===== src/rtl/bram_walker_if.sv =====
// Control and BRAM-port signal bundle for bram_walker.
// The walker uses the master modport; the control master and the memory share the slave side.
interface bram_walker_if #(
    parameter int unsigned DATA_W = 16,
    parameter int unsigned ADDR_W = 8
);
    logic              start;
    logic [ADDR_W-1:0] base_addr;
    logic [ADDR_W:0]   length;
    logic [1:0]        mode;
    logic [DATA_W-1:0] operand;
    logic              busy;
    logic              done;
    logic              ovf;
    logic [ADDR_W-1:0] mem_addr;
    logic              mem_we;
    logic [DATA_W-1:0] mem_wdata;
    logic [DATA_W-1:0] mem_rdata;

    modport master (
        input  start, base_addr, length, mode, operand, mem_rdata,
        output busy, done, ovf, mem_addr, mem_we, mem_wdata
    );

    modport slave (
        output start, base_addr, length, mode, operand, mem_rdata,
        input  busy, done, ovf, mem_addr, mem_we, mem_wdata
    );
endinterface


===== src/rtl/bram_walker.sv =====
// Memory-walking FSMD: reads, transforms and writes back each word of a BRAM address window.
module bram_walker #(
    parameter int unsigned DATA_W = 16,
    parameter int unsigned ADDR_W = 8,
    parameter int unsigned RD_LAT = 1
) (
    input  logic          clk,
    input  logic          reset,
    bram_walker_if.master bus
);
    localparam int unsigned CNT_W  = ADDR_W + 1;
    localparam int unsigned WAIT_W = 2;
    localparam int unsigned PROD_W = 2 * DATA_W;
    localparam logic [WAIT_W-1:0] WAIT_LAST = WAIT_W'(RD_LAT - 1);

    typedef enum logic [2:0] {
        S_IDLE, S_READ, S_WAIT, S_PROC, S_WRITE, S_DONE
    } state_t;

    state_t            state_q, state_d;
    logic [CNT_W-1:0]  cnt_q, cnt_d, len_q, len_d;
    logic [1:0]        mode_q, mode_d;
    logic [DATA_W-1:0] op_q, op_d, rdata_q, rdata_d, wdata_q, wdata_d;
    logic [WAIT_W-1:0] wait_q, wait_d;
    logic [ADDR_W-1:0] addr_q, addr_d;
    logic              busy_q, busy_d, done_q, done_d, ovf_q, ovf_d, we_q, we_d;

    // Shared datapath: one adder for add/saturating add, a single full-width multiplier.
    logic [DATA_W:0]   sum;
    logic [PROD_W-1:0] prod;
    logic [CNT_W-1:0]  cnt_inc;
    assign sum     = {1'b0, rdata_q} + {1'b0, op_q};
    assign prod    = PROD_W'(rdata_q) * PROD_W'(op_q);
    assign cnt_inc = cnt_q + CNT_W'(1);

    always_ff @(posedge clk or posedge reset) begin
        if (reset) begin
            state_q <= S_IDLE;
            cnt_q   <= '0;
            len_q   <= '0;
            mode_q  <= '0;
            op_q    <= '0;
            rdata_q <= '0;
            wdata_q <= '0;
            wait_q  <= '0;
            addr_q  <= '0;
            busy_q  <= 1'b0;
            done_q  <= 1'b0;
            ovf_q   <= 1'b0;
            we_q    <= 1'b0;
        end else begin
            state_q <= state_d;
            cnt_q   <= cnt_d;
            len_q   <= len_d;
            mode_q  <= mode_d;
            op_q    <= op_d;
            rdata_q <= rdata_d;
            wdata_q <= wdata_d;
            wait_q  <= wait_d;
            addr_q  <= addr_d;
            busy_q  <= busy_d;
            done_q  <= done_d;
            ovf_q   <= ovf_d;
            we_q    <= we_d;
        end
    end

    always_comb begin
        state_d = state_q;
        cnt_d   = cnt_q;
        len_d   = len_q;
        mode_d  = mode_q;
        op_d    = op_q;
        rdata_d = rdata_q;
        wdata_d = wdata_q;
        wait_d  = wait_q;
        addr_d  = addr_q;
        busy_d  = busy_q;
        done_d  = 1'b0;
        ovf_d   = ovf_q;
        we_d    = 1'b0;

        unique case (state_q)
            S_IDLE: begin
                if (bus.start) begin
                    len_d  = bus.length;
                    mode_d = bus.mode;
                    op_d   = bus.operand;
                    addr_d = bus.base_addr;
                    cnt_d  = '0;
                    ovf_d  = 1'b0;
                    if (bus.length == '0) begin
                        state_d = S_DONE;
                        done_d  = 1'b1;
                    end else begin
                        state_d = S_READ;
                        busy_d  = 1'b1;
                    end
                end
            end
            S_READ: begin
                wait_d  = '0;
                state_d = S_WAIT;
            end
            S_WAIT: begin
                if (wait_q == WAIT_LAST) begin
                    rdata_d = bus.mem_rdata;
                    state_d = S_PROC;
                end else begin
                    wait_d = wait_q + WAIT_W'(1);
                end
            end
            S_PROC: begin
                unique case (mode_q)
                    2'b00: begin
                        wdata_d = sum[DATA_W-1:0];
                        ovf_d   = ovf_q | sum[DATA_W];
                    end
                    2'b01: wdata_d = rdata_q ^ op_q;
                    2'b10: begin
                        wdata_d = prod[DATA_W-1:0];
                        ovf_d   = ovf_q | (|prod[PROD_W-1:DATA_W]);
                    end
                    default: begin
                        wdata_d = sum[DATA_W] ? {DATA_W{1'b1}} : sum[DATA_W-1:0];
                        ovf_d   = ovf_q | sum[DATA_W];
                    end
                endcase
                we_d    = 1'b1;
                state_d = S_WRITE;
            end
            S_WRITE: begin
                cnt_d  = cnt_inc;
                addr_d = addr_q + ADDR_W'(1);
                if (cnt_inc == len_q) begin
                    state_d = S_DONE;
                    done_d  = 1'b1;
                    busy_d  = 1'b0;
                end else begin
                    state_d = S_READ;
                end
            end
            default: begin
                state_d = S_IDLE;
            end
        endcase
    end

    assign bus.busy      = busy_q;
    assign bus.done      = done_q;
    assign bus.ovf       = ovf_q;
    assign bus.mem_addr  = addr_q;
    assign bus.mem_we    = we_q;
    assign bus.mem_wdata = wdata_q;
endmodule


===== src/flat_wrapper.sv =====
// flat-port wrapper written by rule: the top's interface ports become plain ports
module bram_walker_flat 
#(
    parameter int unsigned DATA_W = 16,
    parameter int unsigned ADDR_W = 8,
    parameter int unsigned RD_LAT = 1
)
  (clk, reset, bus_start, bus_base_addr, bus_length, bus_mode, bus_operand, bus_mem_rdata, bus_busy, bus_done, bus_ovf, bus_mem_addr, bus_mem_we, bus_mem_wdata);
  bram_walker_if #(.DATA_W(DATA_W), .ADDR_W(ADDR_W)) bus_i ();
  input  logic clk;
  input  logic reset;
  input wire logic [$bits(bus_i.start)-1:0] bus_start;
  input wire logic [$bits(bus_i.base_addr)-1:0] bus_base_addr;
  input wire logic [$bits(bus_i.length)-1:0] bus_length;
  input wire logic [$bits(bus_i.mode)-1:0] bus_mode;
  input wire logic [$bits(bus_i.operand)-1:0] bus_operand;
  input wire logic [$bits(bus_i.mem_rdata)-1:0] bus_mem_rdata;
  output wire logic [$bits(bus_i.busy)-1:0] bus_busy;
  output wire logic [$bits(bus_i.done)-1:0] bus_done;
  output wire logic [$bits(bus_i.ovf)-1:0] bus_ovf;
  output wire logic [$bits(bus_i.mem_addr)-1:0] bus_mem_addr;
  output wire logic [$bits(bus_i.mem_we)-1:0] bus_mem_we;
  output wire logic [$bits(bus_i.mem_wdata)-1:0] bus_mem_wdata;
  assign bus_i.start = bus_start;
  assign bus_i.base_addr = bus_base_addr;
  assign bus_i.length = bus_length;
  assign bus_i.mode = bus_mode;
  assign bus_i.operand = bus_operand;
  assign bus_i.mem_rdata = bus_mem_rdata;
  assign bus_busy = bus_i.busy;
  assign bus_done = bus_i.done;
  assign bus_ovf = bus_i.ovf;
  assign bus_mem_addr = bus_i.mem_addr;
  assign bus_mem_we = bus_i.mem_we;
  assign bus_mem_wdata = bus_i.mem_wdata;
  bram_walker #(.DATA_W(DATA_W), .ADDR_W(ADDR_W), .RD_LAT(RD_LAT)) u_core (.clk(clk), .reset(reset), .bus(bus_i));
endmodule

===== config.mk =====
export PLATFORM = sky130hd
export DESIGN_NAME = bram_walker_flat
export DESIGN_NICKNAME = d
export VERILOG_FILES = /design/src/rtl/bram_walker_if.sv /design/src/rtl/bram_walker.sv /design/src/flat_wrapper.sv
export SDC_FILE = /design/constraint.sdc
export NUM_CORES = 1
export LEC_CHECK = 0
export BUFFER_PORTS_ARGS = -buffer_cell sky130_fd_sc_hd__buf_2
export CAP_MARGIN = 20
export CORE_MARGIN = 4
export CORE_UTILIZATION = 51
export CTS_BUF_LIST = sky130_fd_sc_hd__clkbuf_8
export DETAILED_ROUTE_END_ITERATION = 16
export PLACE_DENSITY_LB_ADDON = 0.15
export SETUP_SLACK_MARGIN = 0.05
export SKIP_LAST_GASP = 1
export SLEW_MARGIN = 20
export SYNTH_ARGS = -nofsm -noshare
export SYNTH_HDL_FRONTEND = slang
export SYNTH_SLANG_ARGS = --single-unit

===== constraint.sdc =====
create_clock -name clk -period 18.3 [get_ports clk]
set_input_delay 1.83 -clock clk [delete_from_list [all_inputs] [get_ports clk]]
set_output_delay 1.83 -clock clk [all_outputs]
set_load 0.01 [all_outputs]

==> impl_results.md <==
* Outcome: completed
* Simple-Gate Fraction of Synth Area at 19.6%
* # clock sinks at 85
* FFs w/ async S/R, synth at 100%
* Worst skew pair latency at 410 ps
* CP max FO at 17
* Register area at 2130 um^2
* Worst-path clk slew at 110 ps
* Post-Syn Area at 13600 um^2
* Synth Area in Compound Gates at 11.6%
* Multiplexer area fraction after synthesis at 2.41%
* Htree depth at 3
* Post-Synth Adder-Cell Area at 40.2%
* Tmin final at 6970 ps
* I/O pin total at 82
* Total negative setup slack at 0 ps
* Root Driver: clkbuf_8
* Area share of the largest cell type after synthesis at 28.8%
* Req. time, crit path at 18630 ps
* DR iter-0 viols at 755
* Placer Congestion at 0.940
* Fin crit share at 38.1%
* Max Slew Vio Count at 0
* Drt first pass iters at 5
* Arrival time worst endpoint at 7300 ps
* Placeable Area at 26100 um^2
* Antenna diodes at 0
* Setup-failing EPs final at 0
* Initial core utilization at 51.9%
* Unique masters post-synth at 76
* Total Wirelength at 37200 um
* Cts bufs inserted at 9
* Skew final at 19.8 ps
* Row count at 59
* Die X at 171 um
* Port bufs at 81
* Die Span Y at 171 um
* Area leader, netlist: fa_1
* Aggregate global-route resource usage at 26.6%
* Routed vias at 11100
* Startpoint Class: flop
* Number of global-route vias before repair at 11300
* FF-to-FF path depth at 19
* Layout cell share with drive strength beyond 1 at 9.40%
* Largest family of logic cells by synthesized area: adder cells
* Worst-margin pin slew at 838 ps
* Hold Crit Class: flop to flop
* Synth Register Bits at 85
* Ys Warns at 0
* Post-DR wirelength/cell at 19.2 um
* Max cap viols at 0
* ANT nets after route at 0
* Setup Buffers After CTS at 0
* DRC at 0
* Post-synthesis xor/xnor area fraction at 2.19%
* Area of the multi-input gates at 10300 um^2
* Largest net degree at the start of global routing at 56
* Synth Instances at 1571
* Syn nets at 1943
* Sequential fraction of the synthesis area at 15.7%
* Die area at 29300 um^2
* FMAX at 144 MHz
* Post-CTS sizing at 0
* Top_reg_cell synth: dfrtp_1
* Vias/cell at 5.70
* First-pass GRT wire length at 60800 um
* CTS hold repair buffers at 0
* Filler Cells Inserted at 2493
* Post-synth EDFFs at 0
* Clk buf depth at 2
* CTS tree: done
* Crit path capture type: flop
* Initial antenna violation count at 0
* Hold Fails Final Rpt at 0
* Largest cells by area after synthesis: fa_1 (29%), dfrtp_1 (16%), ha_1 (11%)
* WHS Path Cells at 2
* Slew Limit Headroom at 44.0%
* Layout area overhead at 5.94%
* Total gr overflow at 0
* Half-perimeter wire length after placement at 28900 um
* Final #Nets at 1973
* WS Path Type: flop to flop
* RSZ-0062 raised after global routing: false
* Synthesized area per cell at 8.64 um^2
## critical path, cell delays in order (launching register included)
cell and delay (ps):
dfrtp_1 850, ha_1 430, inv_1 150, fa_1 520, fa_1 450, fa_1 600, fa_1 440, fa_1 460
fa_1 490, inv_1 40, ha_1 480, nand3_1 240, a211oi_1 320, or3_1 170, a31oi_1 80, o31a_1 390
a211oi_1 330, mux2i_1 230, nand3_1 110, a31oi_1 140
## cells in the final DEF (no fill, tap or decap), types with 19 or more instances in the layout
cell type / netlist / routed
and2_1: 106 / 106
nor2_1: 62 / 62
nand2_1: 295 / 295
inv_1: 222 / 221
xnor2_1: 25 / 25
fa_1: 195 / 195
a21oi_1: 61 / 61
nor3_1: 25 / 23
o21ai_0: 37 / 37
buf_2: 2 / 81
ha_1: 123 / 123
mux2_2: 21 / 21
nand3_1: 19 / 19
dfrtp_1: 85 / 85
## final timing paths
check                           slack [ps]                                 start                              endpoint
max in group asynchronous            15750                                 reset            u_core.op_q[2]$_DFFE_PP0P_
worst min register to register         490  u_core.bus.mem_wdata[14]$_DFFE_PP0P_  u_core.bus.mem_wdata[14]$_DFFE_PP0P_
min in group asynchronous             1420                                 reset  u_core.bus.mem_wdata[14]$_DFFE_PP0P_
worst max-delay path                 11330         u_core.rdata_q[8]$_DFFE_PP0P_            u_core.bus.ovf$_DFFE_PP0P_
worst min-delay path                   490  u_core.bus.mem_wdata[14]$_DFFE_PP0P_  u_core.bus.mem_wdata[14]$_DFFE_PP0P_
worst max register to register       11330         u_core.rdata_q[8]$_DFFE_PP0P_            u_core.bus.ovf$_DFFE_PP0P_
## cells by family after synthesis
kind of cell,count (synthesis)
simple gates,570
fa+ha+maj,319
mux,30
compound gates,240
flops,85
xor+xnor,34
buf+inv,293
## layer usage
metal	track usage [%]	share of wire (%)	vias up
li1	-	-	5139
met1	35.8	43	5527
met2	44.6	49	323
met3	4.32	5.3	67
met4	7.65	2.7	0
met5	0	0	-
## through the flow
stage / hold WS [ps] / cell area [um^2] / util (%) / instances / setup WS, ps
after floorplan: 450 / 13600 / - / 1571 / 12250
final: 491 / 14400 / 55.0 / 1941 / 11330
after global routing: 524 / 14400 / 55.0 / 1941 / 11010
after CTS: 496 / 14400 / 55.0 / 1941 / 11420
after global placement: 458 / 14200 / 54.3 / 1925 / 11470
after detailed placement: 461 / 14200 / 54.3 / 1925 / 11460
## state kept, by name, summed over array words and instances, names as in the netlist
| register | flops |
|---|---|
| u_core.wait_q | 2 |
| u_core.bus.mem_addr | 8 |
| u_core.bus.busy | 1 |
| u_core.bus.mem_we | 1 |
| u_core.bus.done | 1 |
| u_core.bus.mem_wdata | 16 |
| u_core.state_q | 3 |
| u_core.len_q | 9 |
| u_core.bus.ovf | 1 |
| u_core.mode_q | 2 |
| u_core.cnt_q | 9 |
| u_core.rdata_q | 16 |
| u_core.op_q | 16 |
## cell usage after synthesis (15+ instances only)
library cell	number
clkbuf_1	64
and2_1	106
a21o_1	15
nand2_1	295
nand3_1	19
o21ai_0	37
xnor2_1	25
a21oi_1	61
o21ai_1	18
nor3_1	25
fa_1	195
ha_1	123
mux2_2	21
nor2_1	62
inv_1	222
dfrtp_1	85
## area by class of cell
type	count	share of cell area [%]
clock inverters	7	0.505
inverters	224	5.87
well taps	335	2.92
multi-input cells	1193	71.9
clock buffers	9	0.862
repair buffers	88	3.19
flip-flops and latches	85	14.8
Power is not shown: default switching activity piles up to over one toggle a cycle in this logic, so the estimate is an artifact.
